===== config.mk =====
export PLATFORM = sky130hd
export DESIGN_NAME = gba_lcd_timing_gen
export DESIGN_NICKNAME = d
export VERILOG_FILES = /design/src/rtl/gba_lcd_pkg.sv /design/src/rtl/gba_vcmp_chan.sv /design/src/rtl/gba_lcd_timing_gen.sv
export SDC_FILE = /design/constraint.sdc
export NUM_CORES = 1
export LEC_CHECK = 0
export BUFFER_PORTS_ARGS = -buffer_cell sky130_fd_sc_hd__buf_2
export CORE_MARGIN = 3
export CORE_UTILIZATION = 52
export CTS_CLUSTER_DIAMETER = 100
export DETAILED_ROUTE_END_ITERATION = 8
export PLACE_DENSITY = 0.8
export REMOVE_ABC_BUFFERS = 1
export SKIP_CTS_REPAIR_TIMING = 1
export SLEW_MARGIN = 20
export SYNTH_ARGS = -nofsm -noshare
export SYNTH_HDL_FRONTEND = slang
export SYNTH_HIERARCHICAL = 1
export SYNTH_SLANG_ARGS = --single-unit

===== constraint.sdc =====
create_clock -name fclk -period 3.3 [get_ports fclk]
set_input_delay 0.33 -clock fclk [delete_from_list [all_inputs] [get_ports fclk]]
set_output_delay 0.33 -clock fclk [all_outputs]
set_load 0.02 [all_outputs]

===== src/rtl/gba_lcd_pkg.sv =====
// Shared state encoding and default geometry for the GBA LCD timing generator.
package gba_lcd_pkg;

  typedef enum logic [1:0] {
    VISIBLE      = 2'd0,
    HBLANK       = 2'd1,
    VBLANK       = 2'd2,
    VBLANKHBLANK = 2'd3
  } lcd_state_e;

  localparam int unsigned DEF_CYC_W     = 12;
  localparam int unsigned DEF_LINE_W    = 8;
  localparam int unsigned DEF_H_VIS     = 1008;
  localparam int unsigned DEF_H_BLK     = 224;
  localparam int unsigned DEF_V_VIS     = 160;
  localparam int unsigned DEF_V_TOT     = 228;
  localparam int unsigned DEF_PIX_START = 160;
  localparam int unsigned DEF_VRAM_END  = 980;
  localparam int unsigned DEF_DMA_FIRST = 2;
  localparam int unsigned DEF_DMA_LAST  = 162;
  localparam int unsigned DEF_NCMP      = 2;

endpackage


===== src/rtl/gba_vcmp_chan.sv =====
// One V-counter compare channel.
// Ports: fclk/reset_n clock and async reset; clr synchronous clear (frame resync);
//        strobe marks a line change; next_line is line+1 without wrap; wrap marks
//        the wrap to line 0; setting is the compare line; en gates the IRQ pulse.
//        flag is the held match level, irq a one-cycle pulse.
module gba_vcmp_chan
  import gba_lcd_pkg::*;
#(
  parameter int unsigned LINE_W = DEF_LINE_W,
  parameter int unsigned V_TOT  = DEF_V_TOT
) (
  input  logic              fclk,
  input  logic              reset_n,
  input  logic              clr,
  input  logic              strobe,
  input  logic [LINE_W:0]   next_line,
  input  logic              wrap,
  input  logic [LINE_W-1:0] setting,
  input  logic              en,
  output logic              flag,
  output logic              irq
);

  logic match_c;

  // Settings beyond the last line can never match; the wrap enters line 0.
  assign match_c = ({1'b0, setting} < (LINE_W+1)'(V_TOT)) &&
                   (wrap ? (setting == '0) : (next_line == {1'b0, setting}));

  always_ff @(posedge fclk or negedge reset_n) begin
    if (!reset_n) begin
      flag <= 1'b0;
      irq  <= 1'b0;
    end else if (clr) begin
      flag <= 1'b0;
      irq  <= 1'b0;
    end else begin
      irq <= strobe & match_c & en;
      if (strobe) flag <= match_c;
    end
  end

endmodule


===== src/rtl/gba_lcd_timing_gen.sv =====
// Cycle-counted LCD timing generator.
// Ports: fclk/reset_n clock and async active-low reset; enable freezes everything;
//        resync restarts the frame; lockspeed gates drawing on cycle position;
//        new_cycles/new_cycles_valid is the CPU cycle budget; *_irq_en and
//        vcmp_setting configure interrupts and compare lines.  Outputs are the
//        DISPSTAT flags, vcount, pixelpos, single-cycle strobes for the drawer,
//        DMA and IRQ units, and the registered vram_blocked level.
module gba_lcd_timing_gen
  import gba_lcd_pkg::*;
#(
  parameter int unsigned CYC_W     = DEF_CYC_W,
  parameter int unsigned LINE_W    = DEF_LINE_W,
  parameter int unsigned H_VIS     = DEF_H_VIS,
  parameter int unsigned H_BLK     = DEF_H_BLK,
  parameter int unsigned V_VIS     = DEF_V_VIS,
  parameter int unsigned V_TOT     = DEF_V_TOT,
  parameter int unsigned PIX_START = DEF_PIX_START,
  parameter int unsigned VRAM_END  = DEF_VRAM_END,
  parameter int unsigned DMA_FIRST = DEF_DMA_FIRST,
  parameter int unsigned DMA_LAST  = DEF_DMA_LAST,
  parameter int unsigned NCMP      = DEF_NCMP
) (
  input  logic                   fclk,
  input  logic                   reset_n,
  input  logic                   enable,
  input  logic                   resync,
  input  logic                   lockspeed,
  input  logic                   vram_block_mode,
  input  logic [7:0]             new_cycles,
  input  logic                   new_cycles_valid,
  input  logic                   hblank_irq_en,
  input  logic                   vblank_irq_en,
  input  logic [NCMP-1:0]        vcmp_irq_en,
  input  logic [NCMP*LINE_W-1:0] vcmp_setting,
  output logic                   hblank_flag,
  output logic                   vblank_flag,
  output logic [NCMP-1:0]        vcmp_flag,
  output logic [LINE_W-1:0]      vcount,
  output logic [8:0]             pixelpos,
  output logic                   irq_hblank,
  output logic                   irq_vblank,
  output logic [NCMP-1:0]        irq_vcmp,
  output logic                   line_trigger,
  output logic                   hblank_trigger,
  output logic                   vblank_trigger,
  output logic                   drawline,
  output logic                   refpoint_update,
  output logic                   newline_invsync,
  output logic                   videodma_start,
  output logic                   videodma_stop,
  output logic                   vram_blocked
);

  lcd_state_e        state;
  logic [CYC_W-1:0]  acc;
  logic [LINE_W-1:0] line;
  logic              drawsoon;

  logic [CYC_W-1:0]  budget_c;
  logic [CYC_W-1:0]  cyc_c;
  logic [LINE_W:0]   line_inc_c;
  logic              hb_done_c;
  logic              cmp_strobe_c;
  logic              cmp_wrap_c;
  logic              draw_gate_c;

  // Budget for this clock is folded in before any phase compare.
  assign budget_c    = (new_cycles_valid && enable) ? CYC_W'(new_cycles) : '0;
  assign cyc_c       = acc + budget_c;
  assign line_inc_c  = {1'b0, line} + (LINE_W+1)'(1);
  assign hb_done_c   = (cyc_c >= CYC_W'(H_BLK));
  assign draw_gate_c = !lockspeed || (cyc_c >= CYC_W'(PIX_START));

  // Every hblank end is a line change and updates the compare channels.
  assign cmp_strobe_c = enable && !resync && hb_done_c &&
                        ((state == HBLANK) || (state == VBLANKHBLANK));
  assign cmp_wrap_c   = (state == VBLANKHBLANK) && (line_inc_c == (LINE_W+1)'(V_TOT));

  assign vcount = line;

  // Phase walker: at most one transition per clock, remainder carried in acc.
  always_ff @(posedge fclk or negedge reset_n) begin
    if (!reset_n) begin
      state           <= VISIBLE;
      acc             <= '0;
      line            <= '0;
      drawsoon        <= 1'b1;
      hblank_flag     <= 1'b0;
      vblank_flag     <= 1'b0;
      pixelpos        <= '0;
      irq_hblank      <= 1'b0;
      irq_vblank      <= 1'b0;
      line_trigger    <= 1'b0;
      hblank_trigger  <= 1'b0;
      vblank_trigger  <= 1'b0;
      drawline        <= 1'b0;
      refpoint_update <= 1'b0;
      newline_invsync <= 1'b0;
      videodma_start  <= 1'b0;
      videodma_stop   <= 1'b0;
      vram_blocked    <= 1'b0;
    end else if (resync) begin
      state           <= VISIBLE;
      acc             <= '0;
      line            <= '0;
      drawsoon        <= 1'b1;
      hblank_flag     <= 1'b0;
      vblank_flag     <= 1'b0;
      pixelpos        <= '0;
      irq_hblank      <= 1'b0;
      irq_vblank      <= 1'b0;
      line_trigger    <= 1'b1;
      hblank_trigger  <= 1'b0;
      vblank_trigger  <= 1'b0;
      drawline        <= 1'b0;
      refpoint_update <= 1'b0;
      newline_invsync <= 1'b0;
      videodma_start  <= 1'b0;
      videodma_stop   <= 1'b0;
      vram_blocked    <= 1'b0;
    end else begin
      irq_hblank      <= 1'b0;
      irq_vblank      <= 1'b0;
      line_trigger    <= 1'b0;
      hblank_trigger  <= 1'b0;
      vblank_trigger  <= 1'b0;
      drawline        <= 1'b0;
      refpoint_update <= 1'b0;
      newline_invsync <= 1'b0;
      videodma_start  <= 1'b0;
      videodma_stop   <= 1'b0;
      if (enable) begin
        acc          <= cyc_c;
        vram_blocked <= (state == VISIBLE) && vram_block_mode && (cyc_c < CYC_W'(VRAM_END));
        unique case (state)
          VISIBLE: begin
            if (draw_gate_c && drawsoon) begin
              drawline <= 1'b1;
              drawsoon <= 1'b0;
            end
            if (lockspeed && (cyc_c >= CYC_W'(PIX_START)))
              pixelpos <= 9'((cyc_c >> 1) - CYC_W'(PIX_START / 2));
            if (cyc_c >= CYC_W'(H_VIS)) begin
              state          <= HBLANK;
              acc            <= cyc_c - CYC_W'(H_VIS);
              hblank_flag    <= 1'b1;
              hblank_trigger <= 1'b1;
              pixelpos       <= 9'd240;
              irq_hblank     <= hblank_irq_en;
              videodma_start <= (line >= LINE_W'(DMA_FIRST));
            end
          end
          HBLANK: begin
            if (hb_done_c) begin
              acc         <= cyc_c - CYC_W'(H_BLK);
              hblank_flag <= 1'b0;
              line        <= line_inc_c[LINE_W-1:0];
              if (line_inc_c < (LINE_W+1)'(V_VIS)) begin
                state        <= VISIBLE;
                line_trigger <= 1'b1;
                drawsoon     <= 1'b1;
                pixelpos     <= '0;
              end else begin
                state           <= VBLANK;
                vblank_flag     <= 1'b1;
                vblank_trigger  <= 1'b1;
                refpoint_update <= 1'b1;
                irq_vblank      <= vblank_irq_en;
              end
            end
          end
          VBLANK: begin
            if (cyc_c >= CYC_W'(H_VIS)) begin
              state           <= VBLANKHBLANK;
              acc             <= cyc_c - CYC_W'(H_VIS);
              hblank_flag     <= 1'b1;
              newline_invsync <= 1'b1;
              irq_hblank      <= hblank_irq_en;
              videodma_start  <= (line < LINE_W'(DMA_LAST));
              videodma_stop   <= (line == LINE_W'(DMA_LAST));
            end
          end
          VBLANKHBLANK: begin
            if (hb_done_c) begin
              acc          <= cyc_c - CYC_W'(H_BLK);
              hblank_flag  <= 1'b0;
              line_trigger <= 1'b1;
              if (cmp_wrap_c) begin
                line     <= '0;
                state    <= VISIBLE;
                drawsoon <= 1'b1;
                pixelpos <= '0;
              end else begin
                line  <= line_inc_c[LINE_W-1:0];
                state <= VBLANK;
                if (line_inc_c == (LINE_W+1)'(V_TOT - 1)) vblank_flag <= 1'b0;
              end
            end
          end
          default: state <= VISIBLE;
        endcase
      end
    end
  end

  // Independent compare channels.
  for (genvar i = 0; i < NCMP; i++) begin : g_vcmp
    gba_vcmp_chan #(
      .LINE_W (LINE_W),
      .V_TOT  (V_TOT)
    ) u_chan (
      .fclk      (fclk),
      .reset_n   (reset_n),
      .clr       (resync),
      .strobe    (cmp_strobe_c),
      .next_line (line_inc_c),
      .wrap      (cmp_wrap_c),
      .setting   (vcmp_setting[i*LINE_W +: LINE_W]),
      .en        (vcmp_irq_en[i]),
      .flag      (vcmp_flag[i]),
      .irq       (irq_vcmp[i])
    );
  end

endmodule


==> metrics.yaml <==
status:
  status: "finished, violations left"
  failed_checks: "negative setup slack"
floorplanning:
  coreArea_um2: 7767
  initial_utilization_pct: 53.88
  io-pin-count: 69
  fp.dieH_um: 95.72
  fp.dieArea_um2: 9161
  die_x_um: 95.72
  rows: 32
yosys:
  ys_ff_latch: 48
  yosysTopAreaCell: "dfrtp_1"
  async_reset_ff_share_pct: 100.0
  yosysSeqAreaShare_pct: 28.73
  syn_avg_cell_area_um2: 8.524
  synth_cells: 491
  synthTopCellsByCount: "dfrtp_1, nand2_1, a21oi_1"
  synth_ff_type: "dfrtp_1"
  yosysUniqueCellTypes: 83
  post-synth-top-count-cell: "dfrtp_1"
  syn_area_um2: 4185
  yosys_warnings: 6
  yosys-top-cells-area: "dfrtp_1, ha_1, xor2_1"
  synthDominantCellAreaShare_pct: 28.10
  synth_enable_flop_cells: 0
final_layout:
  area_delta_synth_final_pct: 38.62
  fin_util_pct: 74.69
  antennaDiodeCount: 0
  drive_above_1_share_pct: 40.87
  design_area_um2: 5802
  fin_nets: 697
  fillers: 542
timing:
  fmax_mhz: 297.6
  max_slew_margin_pct: 45.99
  tns_ps: -67.04
  fin_crit_sh_pct: 101.8
  worst_slack_ps: -59.87
  tightest_slew_ps: 810.1
  slew_viol_final: 0
  period_needed_ps: 3360
  setup_viol: 2
  rsz0062_at_grt: "yes"
  skew_ps: 10.71
  hold_viol: 0
clock_tree:
  numCtsBuffers: 5
  cts_max_path_buffers: 2
  htree_levels: 2
  clk_latency_ps: 310
  cts_tree: "built"
  cts_sinks: 48
  cts.clk_slew.worst_paths_ps: 90
  root_buffer: "clkbuf_8"
placed_design:
  place_area_um2: 5185
  finalWeightedCongestion: 0.9594
  post-dp-hpwl_um: 9658
  io_buffers: 68
routing:
  vias: 4646
  viasPerCell: 6.253
  firstDrtPassIters: 5
  drc: 0
  drtIter0Drc: 468
  wl_um: 13660
  wl_per_cell_um: 18.38
  ant_nets: 0
setup_path:
  critPathMaxFanout: 8
  cp_cell_sequence: "ha_4 > fa_2 > a211oi_4 > o31ai_4 > o2111a_1 > and4_4 > or3_4 > buf_8 > o2111a_2 > or3_1 > a21oi_2"
  crit_arrival_ps: 3590
  cp-end-kind: "flop"
  crit_path_max_incr_delay_ps: 440
  critPathKind: "reg -> reg"
  crit_required_ps: 3530
  cp_slowest_cell: "or3_4"
  cp-start-kind: "flop"
  crit_family: "compound AO/OA/AOI/OAI gates"
  cp_num_buf_inv: 1
pwr:
  p_leak_uw: 0.002770
  netSwitchingPower_uw: 677.8
  swShare_pct: 36.06
  p_comb_share_pct: 42.8
  powerDensity_nw_per_um2: 324.0
  power.total_uw: 1880
  intPower_uw: 1202
  pwr-share-clk_pct: 22.9
  seqPwrFrac_pct: 34.3
  vdd_drop_max_mv: 0.3008
global_route:
  grt_pass1_wl_um: 20270
  grt_start_max_net_pins: 49
  grt_pass1_vias: 4232
  overflow: 0
  track_usage_pct: 27.92
  antenna_found_initial: 0
min_path:
  hold_class: "in -> async"
job:
  drv_cap: 0
-- worst reg2reg max path, delay by kind of cell (launching register included) --
family                   cells  cell delay [ps]
flip-flops                   1              430
buffers and inverters        1              170
AND/OR/NAND/NOR              3             1010
AO/OA/AOI/OAI                5             1120
adder cells (fa/ha/maj)      2              560
-- placed cells by master, fill, tap and decap left out, types with 4 or more instances in the layout --
cell,count
buf_4,95
buf_2,67
dfrtp_1,47
nand2_1,30
a21oi_1,29
nor2_1,27
xor2_1,19
nand3_1,17
inv_1,16
ha_1,16
and3_1,14
o21ai_0,13
nor3_1,13
a31oi_1,13
a21o_1,12
buf_6,11
nand4_1,10
nor2b_1,9
nand2b_1,8
o21ai_1,8
o21ai_2,7
mux2i_1,6
xnor2_1,6
nand2_2,5
clkbuf_8,5
nor3_4,4
or3_4,4
or3_1,4
and2_1,4
nor4_1,4
a211oi_1,4
nor3_2,4
-- registers in the layout (all words and copies together) (netlist names), 2 cells and up --
name                flops
acc                    12
pixelpos                9
vcount                  8
g_vcmp.u_chan/flag      2
g_vcmp.u_chan/irq       2
state                   2
-- power by group through the flow --
stage | Combinational [µW] | Clock, µW | Sequential [µW]
global placement | 643 | 0 | 651
floorplan | 325 | 0 | 667
detailed placement | 657 | 0 | 653
CTS | 662 | 432 | 641
finish | 804 | 431 | 645
global route | 859 | 462 | 649
-- metal layers --
metal  up-vias  part of all wire, %  GRT usage [%]
met1      2250                   42          37.84
met5         -                    0              0
met2       226                   49          45.98
li1       2142                    -              -
met3        28                  7.2          4.535
met4         0                  2.0          7.938
-- layout make-up --
class / count / area, µm² / area share [%]
Clock buffer: 6 / 72.57 / 1.251
Clock inverter: 2 / 35.03 / 0.6038
Inverter: 18 / 67.56 / 1.165
Multi-Input combinational cell: 393 / 3109 / 53.59
Sequential cell: 48 / 1202 / 20.72
Tap cell: 102 / 127.6 / 2.200
Timing Repair Buffer: 174 / 1187 / 20.47
-- worst paths after layout --
check | to | slack, ps | cells past startpoint | startpoint
max | pixelpos[0]$_DFFE_PN0P_ | -60 | 11 | acc[0]$_DFFE_PN0P_
min | drawline$_DFF_PN0_ | 40 | 1 | reset_n
max reg2reg | pixelpos[0]$_DFFE_PN0P_ | -60 | 11 | acc[0]$_DFFE_PN0P_
min reg2reg | vram_blocked$_DFFE_PN0P_ | 500 | 2 | vram_blocked$_DFFE_PN0P_
max in group asynchronous | state[1]$_DFFE_PN0P_ | 2810 | 1 | reset_n
min in group fclk | irq_vblank$_DFF_PN0_ | 230 | 2 | vblank_irq_en
-- logic make-up (layout without fill, tap and decap cells) --
group | after synthesis | count (layout) | share of synthesized area [%]
xor gates and xnor gates | 28 | 28 | 6.039
muxes | 7 | 7 | 1.704
adders and majority gates | 22 | 22 | 6.756
buffers and inverters | 50 | 200 | 5.770
DFF | 48 | 48 | 28.73
AOI/OAI and AO/OA | 157 | 157 | 27.56
and+or+nand+nor | 179 | 179 | 23.44
-- through the flow --
| step | hold slack [ps] | worst slack, ps | std cells |
|---|---|---|---|
| final | 39.51 | -59.87 | 743 |
| after global routing | 66.57 | -115.9 | 743 |
| after CTS | 228.1 | -276.5 | 731 |
| after detailed placement | 473.8 | -498.1 | 723 |
| after global placement | 464.1 | -315.4 | 723 |
| after floorplan | 34.41 | -278.8 | 459 |
Power figures use the tool's default switching activity.
